$ cat config.mk
export PLATFORM = sky130hd
export DESIGN_NAME = multicycle_ctrl
export DESIGN_NICKNAME = d
export VERILOG_FILES = /design/src/rtl/multicycle_ctrl.sv
export SDC_FILE = /design/constraint.sdc
export NUM_CORES = 1
export LEC_CHECK = 0
export ABC_AREA = 1
export CORE_UTILIZATION = 41
export CTS_BUF_LIST = sky130_fd_sc_hd__clkbuf_4 sky130_fd_sc_hd__clkbuf_8
export CTS_CLUSTER_DIAMETER = 100
export DETAILED_ROUTE_END_ITERATION = 16
export PLACE_DENSITY_LB_ADDON = 0.12
export SKIP_CTS_REPAIR_TIMING = 1
export SKIP_LAST_GASP = 1
export SYNTH_ARGS = -nofsm -noshare
export SYNTH_HDL_FRONTEND = slang
export SYNTH_SLANG_ARGS = --single-unit
$ cat constraint.sdc
create_clock -name clk -period 2 [get_ports clk]
set_input_delay 0.4 -clock clk [delete_from_list [all_inputs] [get_ports clk]]
set_output_delay 0.4 -clock clk [all_outputs]
set_load 0.02 [all_outputs]
$ cat src/rtl/multicycle_ctrl.sv
// Main control FSM of the 16-bit multicycle RISC-V core: sequences fetch/decode/
// execute/memory/writeback, drives ALU op and operand selects, stalls on mem_ready.
module multicycle_ctrl #(
  parameter int unsigned IMM_W = 6
) (
  input  logic       clk,
  input  logic       rst,
  input  logic [3:0] opcode,
  input  logic [2:0] funct,
  input  logic       zero,
  input  logic       less_greater,
  input  logic       mem_ready,
  output logic       pc_write,
  output logic       ir_write,
  output logic       iord,
  output logic       mem_read,
  output logic       mem_write,
  output logic       reg_write,
  output logic [1:0] mem_to_reg,
  output logic [1:0] alu_src_a,
  output logic [1:0] alu_src_b,
  output logic [2:0] alu_control,
  output logic [1:0] pc_src,
  output logic       illegal,
  output logic [3:0] state
);

  typedef enum logic [3:0] {
    S_FETCH   = 4'd0,
    S_DECODE  = 4'd1,
    S_MEMADR  = 4'd2,
    S_MEMRD   = 4'd3,
    S_MEMWB   = 4'd4,
    S_MEMWR   = 4'd5,
    S_EXEC_R  = 4'd6,
    S_EXEC_I  = 4'd7,
    S_ALUWB   = 4'd8,
    S_BRANCH  = 4'd9,
    S_JAL     = 4'd10,
    S_ILLEGAL = 4'd11
  } state_e;

  typedef enum logic [3:0] {
    OP_R    = 4'b0000,
    OP_ADDI = 4'b0001,
    OP_LW   = 4'b0010,
    OP_SW   = 4'b0011,
    OP_BEQ  = 4'b0100,
    OP_BNE  = 4'b0101,
    OP_JAL  = 4'b0110
  } opcode_e;

  localparam logic [2:0] ALU_ADD = 3'b000;
  localparam logic [2:0] ALU_SUB = 3'b001;

  // IMM_W only documents the instruction format; extension happens in the datapath.
  if (IMM_W == 0) begin : g_no_imm
  end

  state_e state_q, state_d;

  always_ff @(posedge clk) begin
    if (rst) state_q <= S_FETCH;
    else     state_q <= state_d;
  end

  always_comb begin
    state_d     = state_q;
    pc_write    = 1'b0;
    ir_write    = 1'b0;
    iord        = 1'b0;
    mem_read    = 1'b0;
    mem_write   = 1'b0;
    reg_write   = 1'b0;
    mem_to_reg  = 2'b00;
    alu_src_a   = 2'b00;
    alu_src_b   = 2'b00;
    alu_control = ALU_ADD;
    pc_src      = 2'b00;
    illegal     = 1'b0;
    state       = state_q;

    unique case (state_q)
      S_FETCH: begin
        mem_read  = 1'b1;
        alu_src_b = 2'b01;
        ir_write  = mem_ready;
        pc_write  = mem_ready;
        if (mem_ready) state_d = S_DECODE;
      end
      S_DECODE: begin
        alu_src_a = 2'b01;
        alu_src_b = 2'b10;
        case (opcode)
          OP_R:          state_d = S_EXEC_R;
          OP_ADDI:       state_d = S_EXEC_I;
          OP_LW, OP_SW:  state_d = S_MEMADR;
          OP_BEQ, OP_BNE: state_d = S_BRANCH;
          OP_JAL:        state_d = S_JAL;
          default:       state_d = S_ILLEGAL;
        endcase
      end
      S_MEMADR: begin
        alu_src_a = 2'b10;
        alu_src_b = 2'b10;
        state_d   = (opcode == OP_SW) ? S_MEMWR : S_MEMRD;
      end
      S_MEMRD: begin
        mem_read = 1'b1;
        iord     = 1'b1;
        if (mem_ready) state_d = S_MEMWB;
      end
      S_MEMWB: begin
        reg_write  = 1'b1;
        mem_to_reg = 2'b01;
        state_d    = S_FETCH;
      end
      S_MEMWR: begin
        mem_write = 1'b1;
        iord      = 1'b1;
        if (mem_ready) state_d = S_FETCH;
      end
      S_EXEC_R: begin
        alu_src_a   = 2'b10;
        alu_control = funct;
        state_d     = (funct[2:1] == 2'b11) ? S_ILLEGAL : S_ALUWB;
      end
      S_EXEC_I: begin
        alu_src_a = 2'b10;
        alu_src_b = 2'b10;
        state_d   = S_ALUWB;
      end
      S_ALUWB: begin
        reg_write = 1'b1;
        state_d   = S_FETCH;
      end
      S_BRANCH: begin
        alu_src_a   = 2'b10;
        alu_control = ALU_SUB;
        pc_src      = 2'b01;
        pc_write    = (opcode == OP_BNE) ? less_greater : zero;
        state_d     = S_FETCH;
      end
      S_JAL: begin
        reg_write  = 1'b1;
        mem_to_reg = 2'b10;
        pc_src     = 2'b01;
        pc_write   = 1'b1;
        state_d    = S_FETCH;
      end
      S_ILLEGAL: begin
        illegal = 1'b1;
        state_d = S_FETCH;
      end
      default: state_d = S_FETCH;
    endcase

    // Reset masks every request and select in the same cycle it is high.
    if (rst) begin
      pc_write    = 1'b0;
      ir_write    = 1'b0;
      iord        = 1'b0;
      mem_read    = 1'b0;
      mem_write   = 1'b0;
      reg_write   = 1'b0;
      mem_to_reg  = 2'b00;
      alu_src_a   = 2'b00;
      alu_src_b   = 2'b00;
      alu_control = ALU_ADD;
      pc_src      = 2'b00;
      illegal     = 1'b0;
      state       = '0;
    end
  end

endmodule

==> metrics.cfg, run 1 <==
[run_status]
outcome=finished, violations left
violations=setup timing

[route]
avgViaCountPerCell=4.89
wire_per_inst_um=10.4
vias=855
drc=0
antenna_left=0
drt_iter0_drc=23
drtPass1Iterations=4
drt-total-wl_um=1820

[worst_setup_path]
cpMostUsedCell=nand2_1
path_delay_family=buffers and inverters
crit_fanout=2
crit_required_ns=1.60
critical_path_class=input port to output pin
cp-startpoint=opcode[2]
cp.arrival_ns=1.64
end_kind=output pin
reg2reg_to=state_q[1]
worst_path_max_delay_cell=clkdlybuf4s50_1
crit_path_cell_trace=clkdlybuf4s50_1, nand2_1, nor2_1, nand2_1, nand2_1, nand3_1, a21oi_1, dlymetal6s2s_1
reg2reg_from=state_q[2]
worstRegToRegCells=8
cp.depth=8
crit_path_end=pc_write
cp_num_buf_inv=2
rrSetupSlack_ns=0.81
cp-start-kind=input port
cpPeakStageDelay_ns=0.47

[finish]
drive_gt1_frac=0.238
final_nets=174
largest_register_ffs=4
fin_cells=175
diodes=0
n_fill_cell=106
top_register=state_q
top_regs=state_q x4
area_delta_synth_final_pct=84.8
design_area_mm2=0.00108

[floorplan]
pin_count=34
die_w_um=39.7
start_util=0.443
die-area_mm2=0.00158
dieHeight_um=39.7
num_rows=13
design.core.area_mm2=0.00132

[yosys]
syn_area_per_cell_um2=5.11
synth_top_cell_area_share=0.193
synth_most_common_cell=nand2_1
synth_common_cells=nand2_1 (30), nor2_1 (20), inv_1 (12), nand3_1 (10)
synth_top_area_cell=nand2_1
synth_cells=114
synth_nets=126
synth-main-ff-cell=dfxtp_1
synth-async-reset-ratio=0
ys_ff_latch=4
mappedNetlistArea_um2=583
synth-edff-count=0
netlist_top_cells_area=nand2_1 (19%), dfxtp_1 (14%), nor2_1 (13%)
seq_area_frac_synth=0.137
synth_cell_types=20
yosysWarningCount=0

[sta]
maxSlewViolCount=0
finalHoldViolations=0
max_freq_mhz=491
post-route-min-period_ns=2.04
rsz0062_at_grt=true
fin_crit_sh=1.02
finalClockSkew_ns=0.00351
layout_setup_ws_ns=-0.0352
hold_ws_ns=0.630
finalSetupViolations=1

[clocking]
cts_buffer_depth=2
cts_buffers=3
cts.sinks=4
insertion_delay_ns=0.24
root_buffer=clkbuf_4
cts.reportedPaths.clkPinSlew_ns=0.03
cts_tree=built
cts.htree.levels=1

[power_and_ir_drop]
irDropWorstVdd_mv=0.701
power_frac_comb=0.747
power.net_switching_uw=479
power.leakage_nw=0.862
power_frac_seq=0.146
p_total_uw=961
p_int_uw=482
switching_share=0.499
p_clk_frac=0.107
power_density_mw_per_mm2=892

[grt]
grt_max_degree=11
grt_pass1_vias=746
grt_pass1_wl_um=2820
grt_usage=0.263
antenna_found_initial=0
grt_overflow=0

[placed_design]
place_area_mm2=0.00100
place.gp.congestion=0.847
numPlacedInstances=172
pre_cts_slack_ns=-0.427
io_buffer_count=32
hpwl_um=1500

[hold_path]
hp-class=flop to flop

[job]
max-cap-violations=0

cell usage in the layout, fill, tap and decap left out:
| cell | synthesis | routed |
|---|---|---|
| dfxtp_1 | 4 | 4 |
| o21ai_1 | 3 | 3 |
| a21oi_1 | 7 | 7 |
| nand2_4 | 1 | 1 |
| nand3_1 | 10 | 10 |
| o21ai_0 | 2 | 2 |
| inv_1 | 12 | 12 |
| buf_4 | 1 | 14 |
| conb_1 | 1 | 1 |
| nor2_1 | 20 | 20 |
| clkinv_2 | 1 | 1 |
| nand2_2 | 5 | 5 |
| nand2_1 | 30 | 30 |
| nor3_1 | 1 | 1 |
| clkdlybuf4s50_1 | 0 | 11 |
| nor2_4 | 1 | 1 |
| nand3_2 | 1 | 1 |
| inv_2 | 7 | 7 |
| clkbuf_4 | 0 | 3 |
| dlymetal6s2s_1 | 0 | 21 |
| nor2_2 | 5 | 5 |
through the flow:
| stage | TNS [ns] | util |
|---|---|---|
| 2_1_floorplan | 0 | - |
| 3_3_place_gp | -4.13 | 0.761 |
| 3_5_place_dp | -4.49 | 0.761 |
| 4_1_cts | -4.52 | 0.778 |
| 5_1_grt | -0.166 | 0.818 |
| 6_report | -0.0352 | 0.818 |
layout make-up:
cell class	instances	area, um2	share of cell area
Timing Repair Buffer	46	478	0.444
Multi-Input combinational cell	87	402	0.373
Sequential cell	4	80.1	0.0743
Inverter	20	76.3	0.0708
Clock buffer	3	22.5	0.0209
Tap cell	15	18.8	0.0174
worst min path at each step:
stage,start,depth (start not counted),end
after floorplan,rst,3,state_q[1]
after global placement,state_q[2],4,state_q[2]
after detailed placement,state_q[2],4,state_q[2]
after CTS,state_q[2],4,state_q[2]
after global routing,state_q[2],4,state_q[2]
final,state_q[2],4,state_q[2]
power groups by stage:
stage / Clock [mW] / Combinational, mW / Sequential [mW]
CTS: 0.105 / 0.734 / 0.140
global placement: 0 / 0.710 / 0.141
detailed placement: 0 / 0.729 / 0.141
global route: 0.116 / 0.782 / 0.145
floorplan: 0 / 0.434 / 0.135
finish: 0.103 / 0.718 / 0.141
cells by family (layout without fill, tap and decap cells):
logic type             count (synthesis)  in the layout  share of synthesized area
buffers and inverters                 23             69                      0.174
other                                  1              1                    0.00643
AOI/OAI and AO/OA                     12             12                      0.103
DFF                                    4              4                      0.137
and+or+nand+nor                       74             74                      0.579
tightest hold or removal path, cell delays in order, from the launching register on:
cell and delay, ns:
dfxtp_1 0.35, inv_1 0.09, nor2_1 0.05, nand2_1 0.06
nand2_1 0.04
metal layers:
layer,vias up,global-route usage,wire length [um]
li1,439,-,-
met2,30,0.512,961
met1,382,0.281,725
met3,4,0.0341,109
met5,-,0,0
met4,0,0.0862,22
(Power assumes the default switching activity.)
==> run 2: changes to the inputs <==
--- a/config.mk
+++ b/config.mk
@@ -6,8 +6,8 @@
 export NUM_CORES = 1
 export LEC_CHECK = 0
 export ABC_AREA = 1
-export CORE_UTILIZATION = 41
-export CTS_BUF_LIST = sky130_fd_sc_hd__clkbuf_4 sky130_fd_sc_hd__clkbuf_8
+export CORE_UTILIZATION = 40
+export CTS_BUF_LIST = sky130_fd_sc_hd__clkbuf_16
 export CTS_CLUSTER_DIAMETER = 100
 export DETAILED_ROUTE_END_ITERATION = 16
 export PLACE_DENSITY_LB_ADDON = 0.12
==> run 2 against run 1 <==
Compared with the run above:
- the run still ends with setup timing left
- sequential power hardly changed
- maximum frequency rose by 0.12%
- critical path depth did not move
- largest power group unchanged
==> metrics.cfg, run 2 (synthesis results as in run 1) <==
[run_status]
outcome=finished, violations left
violations=setup timing

[floorplan]
die_w_um=40.2  ; +1.2%
die-area_mm2=0.00161  ; +2.4%
start_util=0.437  ; -0.00540
dieHeight_um=40.2  ; +1.2%
num_rows=13  ; unchanged
pin_count=34  ; unchanged
design.core.area_mm2=0.00133  ; +1.2%

[route]
vias=819  ; -4.2%
avgViaCountPerCell=4.76  ; -2.5%
drt_iter0_drc=25  ; +8.7%
drc=0  ; unchanged
drt-total-wl_um=1890  ; +4.0%
antenna_left=0  ; unchanged
drtPass1Iterations=4  ; unchanged
wire_per_inst_um=11.0  ; +5.8%

[sta]
maxSlewViolCount=0  ; unchanged
finalClockSkew_ns=0.00146  ; -0.00205 ns
finalSetupViolations=1  ; unchanged
rsz0062_at_grt=true
max_freq_mhz=492  ; +0.12%
finalHoldViolations=0  ; unchanged
layout_setup_ws_ns=-0.0327  ; +0.00246 ns
post-route-min-period_ns=2.03  ; -0.00246 ns
hold_ws_ns=0.635  ; +0.00561 ns
fin_crit_sh=1.02  ; -0.00123

[clocking]
root_buffer=clkbuf_16
cts.sinks=4  ; unchanged
cts_buffer_depth=2  ; unchanged
cts.htree.levels=1  ; unchanged
cts_buffers=3  ; unchanged
insertion_delay_ns=0.22  ; -0.02 ns
cts.reportedPaths.clkPinSlew_ns=0.03  ; about the same
cts_tree=built

[finish]
final_nets=171  ; -1.7%
top_register=state_q
final_core_util=0.825  ; +0.00691
fin_cells=172  ; -1.7%
drive_gt1_frac=0.229  ; -0.00820
final_cell_mix=nand2_1 (30), nor2_1 (20), dlymetal6s2s_1 (18)
top_regs=state_q x4
area_delta_synth_final_pct=88.6
final_common_cell=nand2_1
diodes=0  ; unchanged
largest_register_ffs=4  ; unchanged

[worst_setup_path]
cp-start-kind=input port
cpMostUsedCell=nand2_1
crit_fanout=2  ; unchanged
cpPeakStageDelay_ns=0.49  ; +0.02 ns
rrSetupSlack_ns=0.85  ; +0.04 ns
end_kind=output pin
critical_path_class=input port to output pin
cp.arrival_ns=1.63  ; about the same
crit_required_ns=1.60  ; about the same
worst_path_max_delay_cell=clkdlybuf4s50_1
crit_path_cell_trace=clkdlybuf4s50_1, nand2_1, nor2_1, nand2_1, nand2_1, nand3_1, a21oi_1, dlymetal6s2s_1

[grt]
antenna_found_initial=0  ; unchanged
grt_max_degree=14  ; +3
grt_usage=0.260  ; -0.00318
grt_pass1_wl_um=2770  ; -2.0%
grt_overflow=0  ; unchanged
grt_pass1_vias=666  ; -11%

[hold_path]
hp-class=flop to flop

[placed_design]
io_buffer_count=32  ; unchanged
numPlacedInstances=169  ; -1.7%
place.gp.congestion=0.806  ; -4.8%
pre_cts_slack_ns=-0.417  ; +0.0103 ns
hpwl_um=1420  ; -5.3%

[job]
max-cap-violations=0  ; unchanged

[power_and_ir_drop]
power_density_mw_per_mm2=1060  ; +19%
irDropWorstVdd_mv=0.871  ; +24%
p_total_mw=1.17  ; +22%
power.leakage_nw=0.809  ; -6.1%

## run 2: changes by cell type in the layout (fill, tap and decap cells not counted), moves of 2 or more
cell | previous run | this run
clkbuf_4 | 3 | 0
clkbuf_16 | 0 | 3
buf_4 | 14 | 11
dlymetal6s2s_1 | 21 | 18
clkdlybuf4s50_1 | 11 | 13
## run 2: where the power goes
part           leakage (nW)  internal (mW)  switching [mW]
Sequential           0.0329          0.107          0.0328
Combinational         0.739          0.303           0.412
Clock                0.0370          0.256          0.0583
## run 2: cell type report
class / instances / area, um2
Clock buffer: 3 / 75.1
Fill cell: 94 / 234
Inverter: 20 / 76.3
Multi-Input combinational cell: 87 / 407
Sequential cell: 4 / 80.1
Tap cell: 15 / 18.8
Timing Repair Buffer: 43 / 443
## run 2: through the flow
stage	instance area [um2]	TNS (ns)
finish	1100	-0.0327
global route	1100	-0.140
CTS	1050	-5.44
detailed placement	980	-5.38
global placement	980	-4.51
floorplan	583	0
## run 2: path summary, 6_finish.rpt
path	cells past startpoint	from	end
setup / recovery	8	opcode[2]	pc_write
hold / removal	4	state_q[1]	state_q[1]
setup reg to reg	8	state_q[1]	state_q[1]
hold reg to reg	4	state_q[1]	state_q[1]
## run 2: critical path: cells and delay by family
kind / cells / cell delay (ns)
AOI/OAI and AO/OA: 1 / 0.12
buffers and inverters: 2 / 0.72
and+or+nand+nor: 5 / 0.40
## run 2: routing by layer
layer / track usage / wire length (um) / vias to the layer above
met4: 0.0500 / 0 / 0
met5: 0 / 0 / -
met2: 0.476 / 922 / 22
met1: 0.311 / 866 / 361
li1: - / - / 436
met3: 0.0500 / 100 / 0
==> run 3: changes to the inputs <==
--- a/config.mk
+++ b/config.mk
@@ -11,7 +11,6 @@
 export CTS_CLUSTER_DIAMETER = 100
 export DETAILED_ROUTE_END_ITERATION = 16
 export PLACE_DENSITY_LB_ADDON = 0.12
-export SKIP_CTS_REPAIR_TIMING = 1
 export SKIP_LAST_GASP = 1
 export SYNTH_ARGS = -nofsm -noshare
 export SYNTH_HDL_FRONTEND = slang
==> constraint.sdc (replaced) <==
create_clock -name clk -period 2.5 [get_ports clk]
set_input_delay 0.5 -clock clk [delete_from_list [all_inputs] [get_ports clk]]
set_output_delay 0.5 -clock clk [all_outputs]
set_load 0.02 [all_outputs]
==> run 3 against run 2 <==
Compared with the run above:
- the run now ends clean
- sequential share of layout area is 0.51 points higher
- power is 24% lower
- register-to-register slack better by 0.54 ns
- clock skew is 0.0012 ns lower
- first-iteration DRC count is 32% lower
- final area is 6.6% lower
- worst hold slack worse by 0.018 ns
- wire length is 10% lower
- global-route usage is 2.9 points lower
- sequential cell count stayed put
- critical endpoint is now state[2]
==> metrics.cfg, run 3 (synthesis results as in run 1) <==
[sta]
layout_setup_ws_ns=0.0685  ; +0.101 ns
fin_crit_sh=0.973
maxSlewViolCount=0  ; unchanged
hold_ws_ns=0.617  ; -0.0182 ns
post-route-min-period_ns=2.43
finalClockSkew_ns=0.000222  ; -0.00124 ns
finalHoldViolations=0  ; unchanged
finalSetupViolations=0  ; -1
rsz0062_at_grt=false
tns_ns=0  ; +0.0327 ns
max_freq_mhz=411

[route]
drt-total-wl_um=1690  ; -10%
avgViaCountPerCell=4.67  ; -2.0%
drc=0  ; unchanged
vias=784  ; -4.3%
met2_length_um=816  ; -11%
wire_per_inst_um=10.1  ; -8.2%
top_layer=met4
drt_iter0_drc=17  ; -32%
drtPass1Iterations=4  ; unchanged
met3WireLength_um=85  ; -15%
wl_met1_um=771  ; -11%
antenna_left=0  ; unchanged

[floorplan]
die-area_mm2=0.00161  ; unchanged
num_rows=13  ; unchanged
design.core.area_mm2=0.00133  ; unchanged
start_util=0.437  ; unchanged
pin_count=34  ; unchanged
dieHeight_um=40.2  ; unchanged
die_w_um=40.2  ; unchanged

[finish]
area_delta_synth_final_pct=76.2
drive_gt1_frac=0.203  ; -0.0267
top_regs=state_q x4
largest_register_ffs=4  ; unchanged
n_fill_cell=115  ; +22%
design_area_mm2=0.00103  ; -6.6%
final_common_cell=nand2_1
final_cell_mix=nand2_1 (30), clkdlybuf4s50_1 (28), nor2_1 (20)
top_register=state_q
final_nets=167  ; -2.3%
final_core_util=0.770  ; -0.0544
diodes=0  ; unchanged
fin_cells=168  ; -2.3%

[grt]
grt_pass1_vias=615  ; -7.7%
grt_max_degree=14  ; unchanged
grt_pass1_wl_um=2490  ; -10%
grt_overflow=0  ; unchanged
grt_usage=0.231  ; -0.0291
antenna_found_initial=0  ; unchanged

[power_and_ir_drop]
irDropWorstVdd_mv=0.711  ; -18%
p_total_uw=885  ; -24%
power.leakage_nw=0.526  ; -35%
power_density_mw_per_mm2=862  ; -19%

[worst_setup_path]
crit_required_ns=2.00  ; +0.40 ns
cp-startpoint=rst
crit_fanout=6  ; +4
reg2reg_from=state_q[2]
worstRegToRegCells=7  ; -1
critical_path_class=input port to output pin
cp-start-kind=input port
end_kind=output pin
cp.arrival_ns=1.93  ; +0.30 ns

[clocking]
cts_buffers=3  ; unchanged
root_buffer=clkbuf_16
cts_hold_buf=0
cts.htree.levels=1  ; unchanged
cts_tree=built
insertion_delay_ns=0.22  ; about the same
cts.reportedPaths.clkPinSlew_ns=0.03  ; about the same
cts_buffer_depth=2  ; unchanged
cts.sinks=4  ; unchanged
postCtsSetupRepairBufs=0

[job]
max-cap-violations=0  ; unchanged

[placed_design]
numPlacedInstances=165  ; -2.4%
io_buffer_count=32  ; unchanged
pre_cts_slack_ns=-0.0633  ; +0.354 ns
place.gp.congestion=0.896  ; +11%
hpwl_um=1410  ; -0.51%
place_area_um2=950  ; -3.1%

[hold_path]
hold_start=state_q[1]
worstHoldPathCells=4  ; unchanged
hp-class=flop to flop

[run_status]
outcome=finished clean

## run 3: cell types whose count changed in the layout (fill, tap and decap cells not counted)
cell and delta:
dlymetal6s2s_1 -16, clkdlybuf4s50_1 +15, buf_4 -4, dlygate4sd2_1 +2
clkbuf_2 -1, nor2_2 +1, nor2_4 -1
## run 3: final timing paths
check	endpoint	slack [ns]
setup / recovery	state[2]	0.07
hold / removal	state_q[1]	0.62
setup reg to reg	state_q[0]	1.39
hold reg to reg	state_q[1]	0.62
## run 3: final cells by class
| cell class | instances | area, um2 | share of cell area |
|---|---|---|---|
| inverter | 20 | 76.3 | 0.0743 |
| sequential | 4 | 80.1 | 0.0780 |
| timing repair buffer | 39 | 375 | 0.365 |
| tap | 15 | 18.8 | 0.0183 |
| clock buffer | 3 | 75.1 | 0.0731 |
| multi-input combinational | 87 | 402 | 0.391 |
## run 3: report_power, final
part	internal (mW)	total, mW	switching, mW
Sequential	0.0859	0.114	0.0279
Clock	0.204	0.248	0.0440
Combinational	0.215	0.523	0.308
Total	0.505	0.885	0.380
## run 3: per-layer routing
metal | global-route usage | vias up
met3 | 0.0167 | 2
met4 | 0.100 | 0
met1 | 0.287 | 332
li1 | - | 424
met5 | 0 | -
met2 | 0.403 | 26
## run 3: worst max-delay path: stages
cell	delay [ns]
clkdlybuf4s50_1	0.47
buf_4	0.19
nor2_1	0.14
clkdlybuf4s50_1	0.63
## run 3: repair_timing
action / 4_1_cts / 5_1_grt
resized for setup: 2 / 2
setup endpoints to repair: 2 / 2
cloned: 0 / 0
